## src/rtl/pipe_hazard_ctrl.sv

```systemverilog
// -----------------------------------------------------------------------------
// pipe_hazard_ctrl
//
// Hazard and forwarding controller for the 5-stage (IF/ID/EX/MEM/WB) CPU.
// It keeps a private shadow of the register-use information of the
// instructions currently in EX, MEM and WB. From that shadow and the decode
// info in ID it generates the load-use stall, the branch/bubble flushes, the
// EX operand forwarding selects and the ID-stage write-back bypass.
//
// Ports
//   clk, reset_n        : rising-edge clock, asynchronous active-low reset
//   id_*                : decode info of the instruction currently in ID
//   ex_brtaken          : branch in EX resolved taken
//   stall               : hold PC and IF/ID
//   flush_ifid          : zero IF/ID on the next edge
//   flush_idex          : load a bubble into ID/EX on the next edge
//   fwd_a / fwd_b       : EX operand source (00 regfile, 10 MEM ALU, 01 WB)
//   id_bypass_a / _b    : ID register read takes WB write data
//   stall_count         : saturating count of stalled cycles
// -----------------------------------------------------------------------------
module pipe_hazard_ctrl #(
    parameter int ADDR_W   = 5,
    parameter int REG_ZERO = 31,
    parameter int CNT_W    = 16
) (
    input  logic              clk,
    input  logic              reset_n,
    input  logic              id_valid,
    input  logic [ADDR_W-1:0] id_rn,
    input  logic              id_rn_used,
    input  logic [ADDR_W-1:0] id_rm,
    input  logic              id_rm_used,
    input  logic [ADDR_W-1:0] id_rd,
    input  logic              id_regwrite,
    input  logic              id_memread,
    input  logic              ex_brtaken,
    output logic              stall,
    output logic              flush_ifid,
    output logic              flush_idex,
    output logic [1:0]        fwd_a,
    output logic [1:0]        fwd_b,
    output logic              id_bypass_a,
    output logic              id_bypass_b,
    output logic [CNT_W-1:0]  stall_count
);

    localparam logic [ADDR_W-1:0] ZERO_REG = ADDR_W'(REG_ZERO);

    // Shadow state: EX, MEM, WB
    logic              ex_valid_q, ex_valid_d;
    logic [ADDR_W-1:0] ex_rd_q, ex_rd_d;
    logic              ex_regwrite_q, ex_regwrite_d;
    logic              ex_memread_q, ex_memread_d;
    logic [ADDR_W-1:0] ex_rn_q, ex_rn_d;
    logic              ex_rn_used_q, ex_rn_used_d;
    logic [ADDR_W-1:0] ex_rm_q, ex_rm_d;
    logic              ex_rm_used_q, ex_rm_used_d;

    logic              mem_valid_q, mem_valid_d;
    logic [ADDR_W-1:0] mem_rd_q, mem_rd_d;
    logic              mem_regwrite_q, mem_regwrite_d;
    logic              mem_memread_q, mem_memread_d;

    logic              wb_valid_q, wb_valid_d;
    logic [ADDR_W-1:0] wb_rd_q, wb_rd_d;
    logic              wb_regwrite_q, wb_regwrite_d;

    logic [CNT_W-1:0]  stall_count_q, stall_count_d;

    // A stage "produces" register r if it is a real, writing instruction
    // whose destination is r, and r is not the hard-wired zero register.
    function automatic logic reg_match(input logic              v,
                                       input logic              rw,
                                       input logic [ADDR_W-1:0] rd,
                                       input logic [ADDR_W-1:0] r);
        return v & rw & (rd == r) & (r != ZERO_REG);
    endfunction

    // Per-operand views: index 0 is the Rn port, index 1 the second port.
    logic [1:0][ADDR_W-1:0] ex_src;
    logic [1:0]             ex_src_used;
    logic [1:0][ADDR_W-1:0] id_src;
    logic [1:0]             id_src_used;
    logic [1:0][1:0]        fwd_sel;
    logic [1:0]             byp_sel;
    logic [1:0]             lu_hit;

    assign ex_src      = {ex_rm_q, ex_rn_q};
    assign ex_src_used = {ex_rm_used_q, ex_rn_used_q};
    assign id_src      = {id_rm, id_rn};
    assign id_src_used = {id_rm_used, id_rn_used};

    genvar gi;
    generate
        for (gi = 0; gi < 2; gi++) begin : g_port
            logic mem_hit;
            logic wb_hit;
            // A load in MEM is never a forwarding source: load_use keeps the
            // consumer out of EX until the load has reached WB.
            assign mem_hit = ex_src_used[gi] & ~mem_memread_q &
                             reg_match(mem_valid_q, mem_regwrite_q, mem_rd_q, ex_src[gi]);
            assign wb_hit  = ex_src_used[gi] &
                             reg_match(wb_valid_q, wb_regwrite_q, wb_rd_q, ex_src[gi]);
            // MEM holds the younger value, so it wins over WB.
            assign fwd_sel[gi] = mem_hit ? 2'b10 : (wb_hit ? 2'b01 : 2'b00);
            assign byp_sel[gi] = id_valid & id_src_used[gi] &
                                 reg_match(wb_valid_q, wb_regwrite_q, wb_rd_q, id_src[gi]);
            assign lu_hit[gi]  = id_src_used[gi] &
                                 reg_match(ex_valid_q, ex_regwrite_q, ex_rd_q, id_src[gi]);
        end
    endgenerate

    logic brk;
    logic load_use;

    assign brk      = ex_valid_q & ex_brtaken;
    assign load_use = id_valid & ex_valid_q & ex_memread_q & (|lu_hit);

    // A taken branch squashes the dependent instruction, so no stall is needed.
    assign stall       = load_use & ~brk;
    assign flush_ifid  = brk;
    assign flush_idex  = brk | load_use;
    assign fwd_a       = fwd_sel[0];
    assign fwd_b       = fwd_sel[1];
    assign id_bypass_a = byp_sel[0];
    assign id_bypass_b = byp_sel[1];
    assign stall_count = stall_count_q;

    always_comb begin
        // MEM and WB always advance.
        wb_valid_d     = mem_valid_q;
        wb_rd_d        = mem_rd_q;
        wb_regwrite_d  = mem_regwrite_q;
        mem_valid_d    = ex_valid_q;
        mem_rd_d       = ex_rd_q;
        mem_regwrite_d = ex_regwrite_q;
        mem_memread_d  = ex_memread_q;

        // A bubble carries no register use at all, so its flags are cleared
        // together with valid; this keeps it out of every match downstream.
        ex_valid_d     = id_valid & ~flush_idex;
        ex_rd_d        = id_rd;
        ex_rn_d        = id_rn;
        ex_rm_d        = id_rm;
        ex_regwrite_d  = ex_valid_d & id_regwrite;
        ex_memread_d   = ex_valid_d & id_memread;
        ex_rn_used_d   = ex_valid_d & id_rn_used;
        ex_rm_used_d   = ex_valid_d & id_rm_used;

        stall_count_d  = stall_count_q;
        if (stall && (stall_count_q != {CNT_W{1'b1}})) begin
            stall_count_d = stall_count_q + 1'b1;
        end
    end

    always_ff @(posedge clk or negedge reset_n) begin
        if (!reset_n) begin
            ex_valid_q     <= 1'b0;
            ex_rd_q        <= '0;
            ex_regwrite_q  <= 1'b0;
            ex_memread_q   <= 1'b0;
            ex_rn_q        <= '0;
            ex_rn_used_q   <= 1'b0;
            ex_rm_q        <= '0;
            ex_rm_used_q   <= 1'b0;
            mem_valid_q    <= 1'b0;
            mem_rd_q       <= '0;
            mem_regwrite_q <= 1'b0;
            mem_memread_q  <= 1'b0;
            wb_valid_q     <= 1'b0;
            wb_rd_q        <= '0;
            wb_regwrite_q  <= 1'b0;
            stall_count_q  <= '0;
        end else begin
            ex_valid_q     <= ex_valid_d;
            ex_rd_q        <= ex_rd_d;
            ex_regwrite_q  <= ex_regwrite_d;
            ex_memread_q   <= ex_memread_d;
            ex_rn_q        <= ex_rn_d;
            ex_rn_used_q   <= ex_rn_used_d;
            ex_rm_q        <= ex_rm_d;
            ex_rm_used_q   <= ex_rm_used_d;
            mem_valid_q    <= mem_valid_d;
            mem_rd_q       <= mem_rd_d;
            mem_regwrite_q <= mem_regwrite_d;
            mem_memread_q  <= mem_memread_d;
            wb_valid_q     <= wb_valid_d;
            wb_rd_q        <= wb_rd_d;
            wb_regwrite_q  <= wb_regwrite_d;
            stall_count_q  <= stall_count_d;
        end
    end

endmodule

```

## config.mk

```make
export PLATFORM = sky130hd
export DESIGN_NAME = pipe_hazard_ctrl
export DESIGN_NICKNAME = d
export VERILOG_FILES = /design/src/rtl/pipe_hazard_ctrl.sv
export SDC_FILE = /design/constraint.sdc
export NUM_CORES = 1
export LEC_CHECK = 0
export ABC_AREA = 1
export CAP_MARGIN = 0
export CORE_AREA = 2 2 114 72
export DETAILED_ROUTE_END_ITERATION = 16
export DIE_AREA = 0 0 116 74
export GPL_TIMING_DRIVEN = 0
export SYNTH_ARGS = -nofsm -noshare
export SYNTH_HDL_FRONTEND = slang
export SYNTH_SLANG_ARGS = --single-unit
```

## constraint.sdc

```tcl
create_clock -name clk -period 1.5 [get_ports clk]
set_input_delay 0.15 -clock clk [delete_from_list [all_inputs] [get_ports clk]]
set_output_delay 0.15 -clock clk [all_outputs]
set_load 0.1 [all_outputs]
```

==> results.txt <==
Sequential fraction of the synthesis area = 0.5015
Die width = 116 microns
Logic pwr share = 0.121
DRT antenna net count = 0
Slew Viols, Final = 0
I/O pin cnt = 48
Starting DRT DRC Count = 131
Nets = 422
Leak = 0.001870 uW
Clock Tree Buf Depth = 2
Internal = 2251 uW
Synth unique cells = 32
Commonest non-fill, non-tap cell in the layout = nand2_1
NetSw = 783.1 uW
Commonest cells after routing, fill and taps aside = 53 x nand2_1, 31 x inv_1, 26 x buf_4
Critical path class = flop to primary output
Final RePlAce weighted congestion = 0.8054
Largest area contributor in the netlist = dfrtp_1
Slew Limit Headroom = 0.6359
Area contributors post-synth = dfrtp_1 50%, nand2_1 10%, inv_1 6.2%
GR peak layer = met1
Setup crit start kind = flop
Setup slack at placement = -1.288 ns
RSZ-0062 raised after global routing = true
Tmin final = 1.827 ns
Grt ovf = 0
Port bufs = 47
Hold crit path type = primary input to flop
Pin count of the biggest net entering global routing = 39
DR DRC count = 0
Worst-Margin Slew = 0.5488 ns
Cell Area, Synth = 0.002545 sq mm
Synthesized Nets = 333
Setup Viol. Count Final = 24
Avg WL per Cell = 14.99 microns
Root Driver = clkbuf_16
Crit path launch = wb_rd_q[2]
Hold Crit Start = id_rn[2]
M3 GR Usage = 0.03504
Yosys warnings = 0
Number of global-route vias before repair = 2,277
Post-Syn Area per Cell = 8.236 sq um
FF-to-FF Start = ex_rd_q[4]
H-tree lvl count = 2
DRT Pass-1 Iters = 4
DPL Wire Length = 5125 microns
Area growth syn-to-layout = 62.83%
CTS tree = built
CTS sink cnt = 51
Cells after Synth = 309
GR Layer Usage met1 = 0.2719
PwrDens = 732.2 mW/mm^2
Hold WS = 0.09953 ns
Post-DP Area = 0.003324 sq mm
Hold Vio Cnt, Final = 0
Status = finished, violations left
Failing checks = negative setup slack
Max-cap violations = 0
Worst Path Arrival = 1.68 ns
Sequential share of power = 0.489
Required @ worst endpoint = 1.35 ns
Ratio of cells with drive above 1 in the final layout = 0.4762
Detailed-route via count = 2,392
First-pass GRT wire length = 11,690 microns
Core area = 0.007570 sq mm
Post-Layout Cell Count = 507
Overall power = 3034 uW
Max FO, Critical Path = 4
CTS clock-pin slew for the worst setup and hold paths = 0.07 ns
Sw frac = 0.2581
Die footprint = 0.008584 sq mm
Die Y = 74 microns
Latest clock arrival within the worst-skew pair = 0.29 ns
Maximum vdd ir drop = 0.0005421 V
Top-area cell type share of the netlist area = 0.5015
Antenna diode count = 0
Total wire length = 7599 microns
Total track usage = 0.1816
Global Route met2 Usage = 0.2703
Max frequency = 0.5475 GHz
CP Capture Type = primary output
Yosys reg bits = 51
Initial Util = 0.3362
Initial antenna violation count = 0
Clock share of power = 0.389
Fin Clk Skew = 0.01018 ns
Worst setup margin = -0.3266 ns
Post-route cell area = 0.004144 sq mm
Core Rows = 25
Via-to-Cell Ratio = 4.718
Num CTS Buffers = 5
Fin crit share = 1.218
DP Cell Count = 465
==> worst paths after layout <==
kind,slack (ns),end,cells after the start
setup reg to reg,-0.25,stall_count[3],12
hold reg to reg,0.38,wb_regwrite_q,0
min in group asynchronous,0.33,stall_count[13],2
hold / removal,0.1,ex_rn_q[2],1
setup / recovery,-0.33,id_bypass_b,7
max in group asynchronous,0.63,stall_count[6],3
==> flip-flops by register name, summed over array words and instances (netlist names) <==
| name | flops |
|---|---|
| ex_rn_used_q | 1 |
| ex_valid_q | 1 |
| mem_rd_q | 5 |
| ex_rn_q | 5 |
| wb_rd_q | 5 |
| ex_rd_q | 5 |
| ex_memread_q | 1 |
| mem_regwrite_q | 1 |
| mem_valid_q | 1 |
| stall_count | 16 |
| ex_rm_q | 5 |
| wb_valid_q | 1 |
| mem_memread_q | 1 |
| wb_regwrite_q | 1 |
| ex_rm_used_q | 1 |
| ex_regwrite_q | 1 |
==> power by group through the flow <==
stage	clock (uW)	combinational, uW	sequential, uW
after CTS	1210	337	1480
after detailed placement	0	308	1510
after global placement	0	297	1500
final	1180	368	1480
after floorplan	0	156	1490
after global routing	1260	406	1490
==> worst max-delay path, cell delays in order, from the launching register on <==
cell,delay (ns)
dfrtp_2,0.45
buf_6,0.14
inv_2,0.04
o22ai_1,0.06
nor2_1,0.11
nand3_1,0.12
nor4_4,0.19
buf_6,0.27
==> routing by layer <==
| metal | part of all wire | vias to the layer above |
|---|---|---|
| li1 | - | 1168 |
| met4 | 0.0061 | 0 |
| met5 | 0 | - |
| met1 | 0.48 | 1177 |
| met2 | 0.47 | 43 |
| met3 | 0.046 | 4 |
==> synth_stat cells <==
| library cell | number |
|---|---|
| buf_4 | 2 |
| o22ai_1 | 8 |
| dfrtp_1 | 51 |
| nand3b_1 | 2 |
| xnor2_1 | 9 |
| a21oi_1 | 2 |
| and3b_1 | 1 |
| nand3_2 | 1 |
| inv_2 | 9 |
| xor2_1 | 6 |
| nand2_1 | 68 |
| o2111ai_1 | 1 |
| nor3_1 | 10 |
| nand3_1 | 19 |
| o21ai_1 | 6 |
| nand4_4 | 1 |
| a21boi_0 | 1 |
| nor3_2 | 2 |
| clkbuf_1 | 1 |
| a221oi_1 | 1 |
| nor2_2 | 5 |
| nor4_1 | 3 |
| o21ai_0 | 5 |
| o221ai_1 | 1 |
| buf_6 | 2 |
| ha_1 | 1 |
| o211ai_1 | 1 |
| nand2_2 | 1 |
| nand4_1 | 6 |
| inv_1 | 42 |
| nor2_1 | 40 |
| nor3_4 | 1 |
==> kinds of logic (layout without fill, tap and decap cells) <==
logic type               after synthesis  after routing  synth area share
AO/OA/AOI/OAI                         26             26           0.06146
XOR/XNOR                              15             15           0.05162
adder cells (fa/ha/maj)                1              1          0.004916
buffers and inverters                 56            146           0.09144
flip-flops                            51             51            0.5015
AND/OR/NAND/NOR                      160            160            0.2891
==> metrics by stage <==
step           setup TNS, ns  utilization
2_1_floorplan         -4.031            -
3_3_place_gp          -92.12       0.4372
3_5_place_dp          -22.73       0.4392
4_1_cts               -5.510       0.5203
5_1_grt               -7.027       0.5474
6_report              -4.542       0.5474
==> repair_timing <==
item	4_1_cts	5_1_grt
gates resized for setup	180	69
setup buffers	25	9
hold buffers	1	0
pin swaps	25	38
gates cloned	3	0
setup endpoints to repair	46	32
hold endpoints to repair	13	0
==> area by class of cell <==
class / instances / area [sq um]
Fill cell: 698 / 3426
Multi-Input combinational cell: 202 / 1390
Sequential cell: 51 / 1331
Timing Repair Buffer: 83 / 862.1
Inverter: 51 / 221.5
Clock buffer: 6 / 138.9
Tap cell: 108 / 135.1
Buffer: 3 / 37.54
Clock inverter: 2 / 16.27
Timing Repair inverter: 1 / 11.26
No activity file was read; power rests on OpenSTA's default activity.
